--- src/rtl/gnn_0_example_save_pkg.sv ---
// Shared types for the save engine: instruction field map and FSM state encoding.
// The instruction word is decoded field by field from the positions below.
package gnn_0_example_save_pkg;

    localparam int INST_FIELD_WIDTH  = 16;
    localparam int INST_STRIDE_WIDTH = 8;
    localparam int INST_XFER_LSB     = 80;
    localparam int INST_DRAM_LSB     = 64;
    localparam int INST_COUNT_LSB    = 48;
    localparam int INST_START_LSB    = 32;
    localparam int INST_STRIDE_LSB   = 24;

    typedef struct packed {
        logic [INST_FIELD_WIDTH-1:0]  xfer_bytes;
        logic [INST_FIELD_WIDTH-1:0]  dram_addr;
        logic [INST_FIELD_WIDTH-1:0]  line_count;
        logic [INST_FIELD_WIDTH-1:0]  buf_start;
        logic [INST_STRIDE_WIDTH-1:0] stride;
    } save_inst_t;

    typedef enum logic [2:0] {
        IDLE,
        LAUNCH,
        STREAM,
        WAIT_WR,
        DONE
    } save_state_e;

    // A zero stride would re-read one line forever, so it is promoted to 1.
    function automatic logic [INST_STRIDE_WIDTH-1:0] effective_stride(
        input logic [INST_STRIDE_WIDTH-1:0] stride
    );
        return (stride == '0) ? INST_STRIDE_WIDTH'(1) : stride;
    endfunction

endpackage

--- src/rtl/gnn_0_example_sync_fifo.sv ---
// First-word-fall-through skid FIFO between the feature-buffer read port and the
// output stream; the head word is visible whenever the FIFO is not empty.
module gnn_0_example_sync_fifo #(
    parameter int DEPTH = 8,
    parameter int WIDTH = 512
) (
    input  logic                       aclk,
    input  logic                       areset_n,
    input  logic                       push,
    input  logic [WIDTH-1:0]           push_data,
    input  logic                       pop,
    output logic [WIDTH-1:0]           head,
    output logic [$clog2(DEPTH):0]     count,
    output logic                       full,
    output logic                       empty
);

    localparam int AW = $clog2(DEPTH);
    localparam int CW = AW + 1;

    logic [WIDTH-1:0] mem [DEPTH];
    logic [AW-1:0]    wr_ptr;
    logic [AW-1:0]    rd_ptr;
    logic             do_push;
    logic             do_pop;

    // A push into a full FIFO is only accepted when a pop frees the slot in the same cycle.
    assign do_push = push && (!full || pop);
    assign do_pop  = pop && !empty;

    assign full  = (count == CW'(DEPTH));
    assign empty = (count == '0);
    assign head  = empty ? '0 : mem[rd_ptr];

    always_ff @(posedge aclk) begin
        if (do_push) begin
            mem[wr_ptr] <= push_data;
        end
    end

    always_ff @(posedge aclk or negedge areset_n) begin
        if (!areset_n) begin
            wr_ptr <= '0;
            rd_ptr <= '0;
            count  <= '0;
        end else begin
            if (do_push) begin
                wr_ptr <= wr_ptr + AW'(1);
            end
            if (do_pop) begin
                rd_ptr <= rd_ptr + AW'(1);
            end
            case ({do_push, do_pop})
                2'b10:   count <= count + CW'(1);
                2'b01:   count <= count - CW'(1);
                default: ;
            endcase
        end
    end

    no_overflow: assert property (@(posedge aclk) disable iff (!areset_n) !(push && full && !pop));

endmodule

--- src/rtl/gnn_0_example_save_stream.sv ---
// Save engine: decodes one save instruction, reads feature-buffer lines under a read-credit
// limit, streams them over AXI-Stream and hands the DRAM address/size to the write master.
module gnn_0_example_save_stream
    import gnn_0_example_save_pkg::*;
#(
    parameter int SAVE_INST_LENGTH   = 96,
    parameter int C_M_AXI_ADDR_WIDTH = 64,
    parameter int C_M_AXI_DATA_WIDTH = 512,
    parameter int C_XFER_SIZE_WIDTH  = 32,
    parameter int C_BUF_ADDR_WIDTH   = 11,
    parameter int C_FIFO_DEPTH       = 8
) (
    input  logic                          aclk,
    input  logic                          areset_n,
    input  logic                          ap_start,
    output logic                          ap_done,
    output logic                          ap_idle,
    input  logic [C_M_AXI_ADDR_WIDTH-1:0] ctrl_addr_offset,
    input  logic [SAVE_INST_LENGTH-1:0]   ctrl_instruction,
    output logic                          buf_rd_addr_valid,
    output logic [C_BUF_ADDR_WIDTH-1:0]   buf_rd_addr,
    input  logic                          buf_rd_data_valid,
    input  logic [C_M_AXI_DATA_WIDTH-1:0] buf_rd_data,
    output logic                          wr_ctrl_start,
    output logic [C_M_AXI_ADDR_WIDTH-1:0] wr_ctrl_addr_offset,
    output logic [C_XFER_SIZE_WIDTH-1:0]  wr_ctrl_xfer_size,
    input  logic                          wr_ctrl_done,
    output logic                          m_axis_tvalid,
    input  logic                          m_axis_tready,
    output logic [C_M_AXI_DATA_WIDTH-1:0] m_axis_tdata
);

    localparam int CNT_W = $clog2(C_FIFO_DEPTH) + 1;
    localparam int SUM_W = CNT_W + 1;

    save_state_e                  state;
    save_state_e                  state_next;
    save_inst_t                   inst_dec;
    logic [INST_FIELD_WIDTH-1:0]  lines_left;
    logic [C_BUF_ADDR_WIDTH-1:0]  rd_addr;
    logic [INST_STRIDE_WIDTH-1:0] stride_q;
    logic [CNT_W-1:0]             inflight;
    logic [CNT_W-1:0]             fifo_count;
    logic [SUM_W-1:0]             credit_used;
    logic                         fifo_full;
    logic                         fifo_empty;
    logic                         wr_done_seen;
    logic                         accept;
    logic                         issue;
    logic                         push;
    logic                         pop;
    logic                         unused_bits;

    assign inst_dec.xfer_bytes = ctrl_instruction[INST_XFER_LSB   +: INST_FIELD_WIDTH];
    assign inst_dec.dram_addr  = ctrl_instruction[INST_DRAM_LSB   +: INST_FIELD_WIDTH];
    assign inst_dec.line_count = ctrl_instruction[INST_COUNT_LSB  +: INST_FIELD_WIDTH];
    assign inst_dec.buf_start  = ctrl_instruction[INST_START_LSB  +: INST_FIELD_WIDTH];
    assign inst_dec.stride     = ctrl_instruction[INST_STRIDE_LSB +: INST_STRIDE_WIDTH];
    assign unused_bits         = ^{ctrl_instruction, fifo_full};

    // Every read in flight owns a FIFO slot, so a return can never find the FIFO full.
    assign credit_used = SUM_W'(fifo_count) + SUM_W'(inflight);
    assign accept      = (state == IDLE) && ap_start;
    assign issue       = (state == STREAM) && (lines_left != '0) &&
                         (credit_used < SUM_W'(C_FIFO_DEPTH));
    // Returns with nothing outstanding belong to a request cut off by reset and are dropped.
    assign push        = buf_rd_data_valid && (inflight != '0);
    assign pop         = m_axis_tvalid && m_axis_tready;

    assign buf_rd_addr_valid = issue;
    assign buf_rd_addr       = rd_addr;
    assign m_axis_tvalid     = !fifo_empty;

    gnn_0_example_sync_fifo #(
        .DEPTH (C_FIFO_DEPTH),
        .WIDTH (C_M_AXI_DATA_WIDTH)
    ) u_fifo (
        .aclk      (aclk),
        .areset_n  (areset_n),
        .push      (push),
        .push_data (buf_rd_data),
        .pop       (pop),
        .head      (m_axis_tdata),
        .count     (fifo_count),
        .full      (fifo_full),
        .empty     (fifo_empty)
    );

    always_ff @(posedge aclk or negedge areset_n) begin
        if (!areset_n) begin
            state <= IDLE;
        end else begin
            state <= state_next;
        end
    end

    always_comb begin
        state_next    = state;
        ap_idle       = 1'b0;
        ap_done       = 1'b0;
        wr_ctrl_start = 1'b0;
        case (state)
            IDLE: begin
                ap_idle = 1'b1;
                if (ap_start) begin
                    state_next = (inst_dec.line_count == '0) ? DONE : LAUNCH;
                end
            end
            LAUNCH: begin
                wr_ctrl_start = 1'b1;
                state_next    = STREAM;
            end
            STREAM: begin
                if ((lines_left == '0) && (inflight == '0) && fifo_empty) begin
                    state_next = WAIT_WR;
                end
            end
            WAIT_WR: begin
                if (wr_done_seen || wr_ctrl_done) begin
                    state_next = DONE;
                end
            end
            DONE: begin
                ap_done    = 1'b1;
                state_next = IDLE;
            end
            default: state_next = IDLE;
        endcase
    end

    // Address generator: start + k*stride, advanced by one stride per issued read.
    always_ff @(posedge aclk or negedge areset_n) begin
        if (!areset_n) begin
            lines_left <= '0;
            rd_addr    <= '0;
            stride_q   <= '0;
        end else if (accept) begin
            lines_left <= inst_dec.line_count;
            rd_addr    <= C_BUF_ADDR_WIDTH'(inst_dec.buf_start);
            stride_q   <= effective_stride(inst_dec.stride);
        end else if (issue) begin
            lines_left <= lines_left - INST_FIELD_WIDTH'(1);
            rd_addr    <= rd_addr + C_BUF_ADDR_WIDTH'(stride_q);
        end
    end

    always_ff @(posedge aclk or negedge areset_n) begin
        if (!areset_n) begin
            inflight <= '0;
        end else begin
            case ({issue, push})
                2'b10:   inflight <= inflight + CNT_W'(1);
                2'b01:   inflight <= inflight - CNT_W'(1);
                default: ;
            endcase
        end
    end

    // The write master may finish before the last beat drains; remember that completion.
    always_ff @(posedge aclk or negedge areset_n) begin
        if (!areset_n) begin
            wr_done_seen <= 1'b0;
        end else if ((state == IDLE) || (state == DONE)) begin
            wr_done_seen <= 1'b0;
        end else if (wr_ctrl_done) begin
            wr_done_seen <= 1'b1;
        end
    end

    always_ff @(posedge aclk or negedge areset_n) begin
        if (!areset_n) begin
            wr_ctrl_addr_offset <= '0;
            wr_ctrl_xfer_size   <= '0;
        end else if (accept && (inst_dec.line_count != '0)) begin
            wr_ctrl_addr_offset <= ctrl_addr_offset + C_M_AXI_ADDR_WIDTH'(inst_dec.dram_addr);
            wr_ctrl_xfer_size   <= C_XFER_SIZE_WIDTH'(inst_dec.xfer_bytes);
        end else if (state == DONE) begin
            wr_ctrl_addr_offset <= '0;
            wr_ctrl_xfer_size   <= '0;
        end
    end

endmodule
--- config.mk ---
export PLATFORM = sky130hd
export DESIGN_NAME = gnn_0_example_save_stream
export DESIGN_NICKNAME = d
export VERILOG_FILES = /design/src/rtl/gnn_0_example_save_pkg.sv /design/src/rtl/gnn_0_example_sync_fifo.sv /design/src/rtl/gnn_0_example_save_stream.sv
export SDC_FILE = /design/constraint.sdc
export NUM_CORES = 2
export LEC_CHECK = 0
export BUFFER_PORTS_ARGS = -buffer_cell sky130_fd_sc_hd__buf_4
export CAP_MARGIN = 10
export CORE_MARGIN = 5
export CORE_UTILIZATION = 40
export CTS_BUF_LIST = sky130_fd_sc_hd__clkbuf_8 sky130_fd_sc_hd__clkbuf_16
export DETAILED_ROUTE_END_ITERATION = 10
export PLACE_DENSITY = 0.67
export REMOVE_ABC_BUFFERS = 1
export SLEW_MARGIN = 0
export SYNTH_ARGS = -nofsm -noshare
export SYNTH_HDL_FRONTEND = slang
export SYNTH_SLANG_ARGS = --single-unit
export TNS_END_PERCENT = 50
--- constraint.sdc ---
create_clock -name aclk -period 49.1 [get_ports aclk]
set_input_delay 0 -clock aclk [delete_from_list [all_inputs] [get_ports aclk]]
set_output_delay 0 -clock aclk [all_outputs]
set_load 0.01 [all_outputs]
# Yosys cells after proc, flatten, opt, wreduce, memory -nomap -nowiden
# Memories as Yosys holds them, arrays and structs flattened.
# Cells that the tools add are included.
classes:
  reduce_logical: 30
  muxes: 24
  addsub: 10
  eq_ne: 12
  n_lt_le_gt_ge: 1
ops:
  columns: ["operator", "count"]
  rows:
  - ["$mux W512", 1]
  - ["$mux W64", 2]
  - ["$add A64 B16 Y64", 1]
  - ["$mux W32", 2]
  - ["$logic_not A16 Y1", 2]
  - ["$mux W16", 2]
  - ["$reduce_bool A16 Y1", 2]
  - ["$mux W11", 2]
  - ["$pmux W4 S2", 2]
  - ["$sub A16 B1 Y16 const B", 1]
  - ["$mux W3", 4]
  - ["$pmux W3 S4", 1]
  - ["$add A11 B8 Y11", 1]
  - ["$logic_and A1 B1 Y1", 10]
  - ["$reduce_bool A2 Y1", 5]
  - ["$add A4 B1 Y4 const B", 2]
  - ["$logic_not A4 Y1", 2]
  - ["$logic_not A8 Y1", 1]
  - ["$mux W8", 1]
  - ["$sub A4 B1 Y4 const B", 2]
  - ["$mux W1", 7]
  - ["$add A3 B1 Y3 const B", 2]
  - ["$eq A3 B2 Y1 const B", 2]
  - ["$add A4 B4 Y5", 1]
  - ["other kinds (13)", 19]
word_totals:
  reg_bits: 149
  mem_count: 1
  input_bits: 678
  ramBits: 4096
memory_table:
  columns: ["name", "depth", "word_bits", "read_ports", "rd_ports_with_merged_regs", "write_ports", "line_no", "rtl"]
  rows:
  - ["u_fifo.mem", 8, 512, 1, 0, 1, "gnn_0_example_sync_fifo.sv:21", "logic [WIDTH-1:0] mem [DEPTH];"]

# Depth between registers and ports, before layout
logic_depth:
  ltp_word: 7
  mapped_depth: 13

# Modules after synthesis
# Synthesis repeated with hierarchy kept, for this count alone.
unflattened:
  cells_unflattened: 7444
  area_unflattened_um2: 163294.1
modules_own_cells:
  columns: ["mod", "cells_each", "n_inst", "seq_area_each_um2", "area_per_inst_um2"]
  rows:
  - ["gnn_0_example_sync_fifo", 6544, 1, 123248.2, 155399.0]
  - ["gnn_0_example_save_stream", 900, 1, 3078.0, 7895.1]

# Least setup slack after synthesis
# No wires, ideal clock.
synth_path:
  path_type: "register -> register"
  startpoint: "reg inflight[1]"
  endpoint: "mem u_fifo.mem[0][0] (enable)"
  t_required_ns: 47.086
  setup_slack_ns: 11.483
  stages_incl_launch_ff: 6
  setup_time_ns: 2.014
  synth_period_minus_slack_ns: 37.617
  arrival_time_ns: 35.603
  path_cell_list: "dfrtp_1 > nor4_1 > nand2b_1 > a31oi_1 > nand2b_1 > nor3_1"
synth_between:
  elab_chain_len: 5
synth_rtl:
  columns: ["item", "line_no", "rtl"]
  rows:
  - ["from (decl)", "gnn_0_example_save_stream.sv:42", "logic [CNT_W-1:0] inflight;"]
  - ["from (signal assigned)", "gnn_0_example_save_stream.sv:152", "2'b10: inflight <= inflight + CNT_W'(1);"]
  - ["from (signal assigned)", "gnn_0_example_save_stream.sv:153", "2'b01: inflight <= inflight - CNT_W'(1);"]
  - ["$reduce_bool A4 Y1", "gnn_0_example_save_stream.sv:67", "assign push = buf_rd_data_valid && (inflight != '0);"]
  - ["$logic_and A1 B1 Y1", "gnn_0_example_save_stream.sv:67", null]
  - ["$logic_and A1 B1 Y1", "gnn_0_example_sync_fifo.sv:28", "assign do_push = push && (!full || pop);"]
  - ["$mux W1", "gnn_0_example_sync_fifo.sv:36", "if (do_push) begin"]
  - ["$mux W1 (not written as such)", "gnn_0_example_sync_fifo.sv:37", "mem[wr_ptr] <= push_data;"]
  - ["to (decl)", "gnn_0_example_sync_fifo.sv:21", null]
# No other way between the ends.

# Final worst setup path
layout_path:
  startpoint: "reg u_fifo.rd_ptr[1]"
  endpoint: "out m_axis_tdata[374]"
layout_between:
  elab_chain_len: 2
layout_rtl:
  columns: ["item", "line_no", "rtl"]
  rows:
  - ["from (decl)", "gnn_0_example_sync_fifo.sv:23", "logic [AW-1:0] rd_ptr;"]
  - ["from (signal assigned)", "gnn_0_example_sync_fifo.sv:51", "rd_ptr <= rd_ptr + AW'(1);"]
  - ["$mem_v2 Z8 W512", null, null]
  - ["$mux W512", "gnn_0_example_sync_fifo.sv:33", "assign head = empty ? '0 : mem[rd_ptr];"]
  - ["to (decl)", "gnn_0_example_save_stream.sv:30", "output logic [C_M_AXI_DATA_WIDTH-1:0] m_axis_tdata"]
# No other way between the ends.

==> out/results.ini <==
[run_status]
status = finished, final reports clean

[yosys]
synth-seq-cells = 4229
synth_edf_count = 4096
ys_seq_area_share_pct = 77.56
syn_avg_cell_area_um2 = 21.84
yosysWarnings = 0
netlist_instances = 7458
synthFlopType = edfxtp_1
yosysUniqueCellTypes = 69
syn-cell-area_um2 = 162900
synthArstFlopShare_pct = 3.145

[power]
combPwrFrac_pct = 35.9
switchingPower_w = 0.004007
leakagePower_nw = 71.03
power_density_nw_per_um2 = 59.51
total_power_w = 0.01230
power_switching_share_pct = 32.59
clkPwrFrac_pct = 25.7
pwr-share-seq_pct = 38.4
internal-power_w = 0.008290
max-vdd-ir-drop_mv = 0.05469

[global_routing]
overflow = 0
first_global_vias = 89743
grt_max_degree = 134
antenna_found_initial = 151
grt_first_pass_wirelength_um = 636400
grt.total_usage_pct = 20.58

[layout]
final.fill_count = 32074
area_growth_pct = 26.88
fin_nets = 10989
layout_commonest_cell = edfxtp_1
final_cell_mix = 4,096 x edfxtp_1, 1,381 x dlygate4sd3_1, 1,372 x buf_4, 1,024 x mux4_2, 555 x nor2_1
drive_gt1_share_pct = 28.59

[hold_path]
hold_class = in2reg

[clocking]
htree_levels = 5
path_clk_slew_ns = 0.06
clock-sinks = 4229
cts_tree = built
clock_latency_ns = 0.94
numCtsBuffers = 428
postCtsSetupBuffers = 0
ctsLongestPathBuffers = 4
clockRootBuffer = clkbuf_16

[timing]
relSlewSlack_pct = 14.68
finalSetupTns_ns = 0
whs_ns = 0.02622
period_minus_slack_ns = 7.818
drv_slew = 0
finalHoldViolations = 0
tightest_slew_ns = 1.266
rsz0062_at_grt = no
worst_clock_skew_ns = 0.04679
fmax_mhz = 127.9
period_share_pct = 15.92
setup_viol = 0
layout_setup_ws_ns = 41.28

[detailed_routing]
wl_per_cell_um = 27.55
first_pass_iters = 6
wirelength_um = 444600
dr_total_vias = 86046
drtIter0Drc = 7033
drtAntennaViolNets = 0
avgViaCountPerCell = 5.332
drc = 0

[die]
die_h_um = 648.1
ios = 1302
die-area_um2 = 420000
die_w_um = 648.1
rows = 234
core_um2 = 406100
start_util_pct = 40.11

[placement]
io_buffers = 1256
dp_hpwl_um = 268500
dpl_worst_slack_ns = 42.30
routabilityCongestion = 1.000

[critical_path]
path_common_cell = buf_4
critPathSlowestCell = dfrtp_4
crit_path_max_incr_delay_ns = 1.01
crit_arrival_ns = 7.82
crit_path_start_kind = flop
crit_chain = buf_12, buf_4, buf_4, buf_4, buf_4, mux4_2, mux2i_1, nor2_1, buf_4
crit_type = reg2out
cp.required_ns = 49.10
cp_max_fo = 126
critPathBufInv = 6
crit_path_end_kind = primary output
cp_top_family = buffers and inverters

[flow_run]
max_cap_violations = 0

==> synth_stat cells, types with 19 or more instances <==
library cell  number  area (µm²)
buf_2             60       300.3
inv_1             21       78.83
o21ai_0           52       260.3
nor2_1           562        2110
edfxtp_1        4096      123000
o211ai_1          22       165.2
buf_1            133       499.2
a31oi_1           19       118.9
nand3_1          130       650.6
nor3_1            23       115.1
mux2i_1          513        5135
and3_1            21       131.4
mux4_2          1024       23060
nand2_1          117       439.2
xor2_1            32       280.3
a21oi_1           28       140.1
ha_1              36       450.4
nand4_1           21       131.4
or4_1             22       165.2
clkbuf_1         202       758.2
dfrtp_1          133        3328
xnor2_1           21       183.9
==> registers in the layout (all words and copies together) (netlist names) <==
register             cells
buf_rd_addr             11
wr_ctrl_addr_offset     64
stride_q                 8
lines_left              16
wr_done_seen             1
u_fifo.rd_ptr            3
inflight                 4
u_fifo.mem            4096
u_fifo.count             4
wr_ctrl_xfer_size       16
u_fifo.wr_ptr            3
state                    3
==> cells by family after synthesis <==
| family | count (synthesis) | synth area share, % |
|---|---|---|
| buffers and inverters | 434 | 1.086 |
| adders and majority gates | 39 | 0.3134 |
| other | 1 | 0.002302 |
| muxes | 1540 | 17.33 |
| DFF | 4229 | 77.56 |
| xor gates and xnor gates | 53 | 0.2850 |
| AOI/OAI and AO/OA | 202 | 0.8236 |
| and+or+nand+nor | 960 | 2.594 |
==> cell type report <==
cell class                      instances  area (µm²)  share of cell area (%)
Antenna cell                           91       227.7                  0.1102
Multi-Input combinational cell       2810       34910                   16.90
Clock inverter                        345        2828                   1.368
Timing Repair Buffer                 2781       24670                   11.94
Clock buffer                          431       10790                   5.219
Sequential cell                      4229      126300                   61.14
Inverter                               22       82.58                 0.03996
Tap cell                             5428        6792                   3.287
==> power groups by stage <==
| stage | Sequential [W] | Clock, W | Combinational (W) |
|---|---|---|---|
| 3_3_place_gp | 0.00476 | 0 | 0.00433 |
| 4_1_cts | 0.00473 | 0.00322 | 0.00451 |
| 6_report | 0.00473 | 0.00315 | 0.00442 |
| 3_5_place_dp | 0.00480 | 0 | 0.00434 |
| 2_1_floorplan | 0.00563 | 0 | 0.00546 |
| 5_1_grt | 0.00476 | 0.00338 | 0.00470 |
==> worst register-to-register path, cell delays in order, from the launching register on <==
cell and delay [ns]:
dfrtp_1 0.47, nor4_1 0.11, nand2b_1 0.18, a31oi_1 0.56, nand2b_1 0.39, nor2_4 0.78
buf_4 0.61, buf_4 0.66, buf_4 0.80, buf_4 0.89, buf_4 0.71
==> layer usage <==
layer | global-route usage, % | vias to the layer above | wire length, µm | share of wire (%)
li1 | - | 36727 | - | -
met1 | 25.16 | 45274 | 165900 | 37
met2 | 34.45 | 3118 | 221600 | 50
met3 | 4.499 | 867 | 30060 | 6.8
met4 | 10.64 | 60 | 26600 | 6.0
met5 | 0 | - | 394 | 0.089
==> metrics by stage <==
stage          instance area, µm²  std cells  util (%)
2_1_floorplan              161200       7061         -
3_3_place_gp               179000      13888     44.07
3_5_place_dp               179000      13888     44.07
4_1_cts                    206400      16046     50.83
5_1_grt                    206600      16109     50.87
6_report                   206600      16137     50.89
==> final timing paths <==
path	depth (start not counted)	slack, ns	startpoint	end
worst max-delay path	9	41.28	u_fifo.rd_ptr[1]	m_axis_tdata[374]
worst min-delay path	2	0.03	buf_rd_data[36]	u_fifo.mem[7][36]
worst max register to register	10	42.53	inflight[0]	u_fifo.mem[2][103]
worst min register to register	2	0.49	wr_done_seen	wr_done_seen
max in group asynchronous	4	48.00	areset_n	u_fifo.rd_ptr[0]
min in group asynchronous	4	0.19	areset_n	buf_rd_addr[0]
==> timing repair <==
action                                 4_1_cts  5_1_grt
hold buffers                              1382        0
endpoints found under the hold margin     4363        0
gates resized for setup                      0        0
No activity file was read; power rests on OpenSTA's default activity.
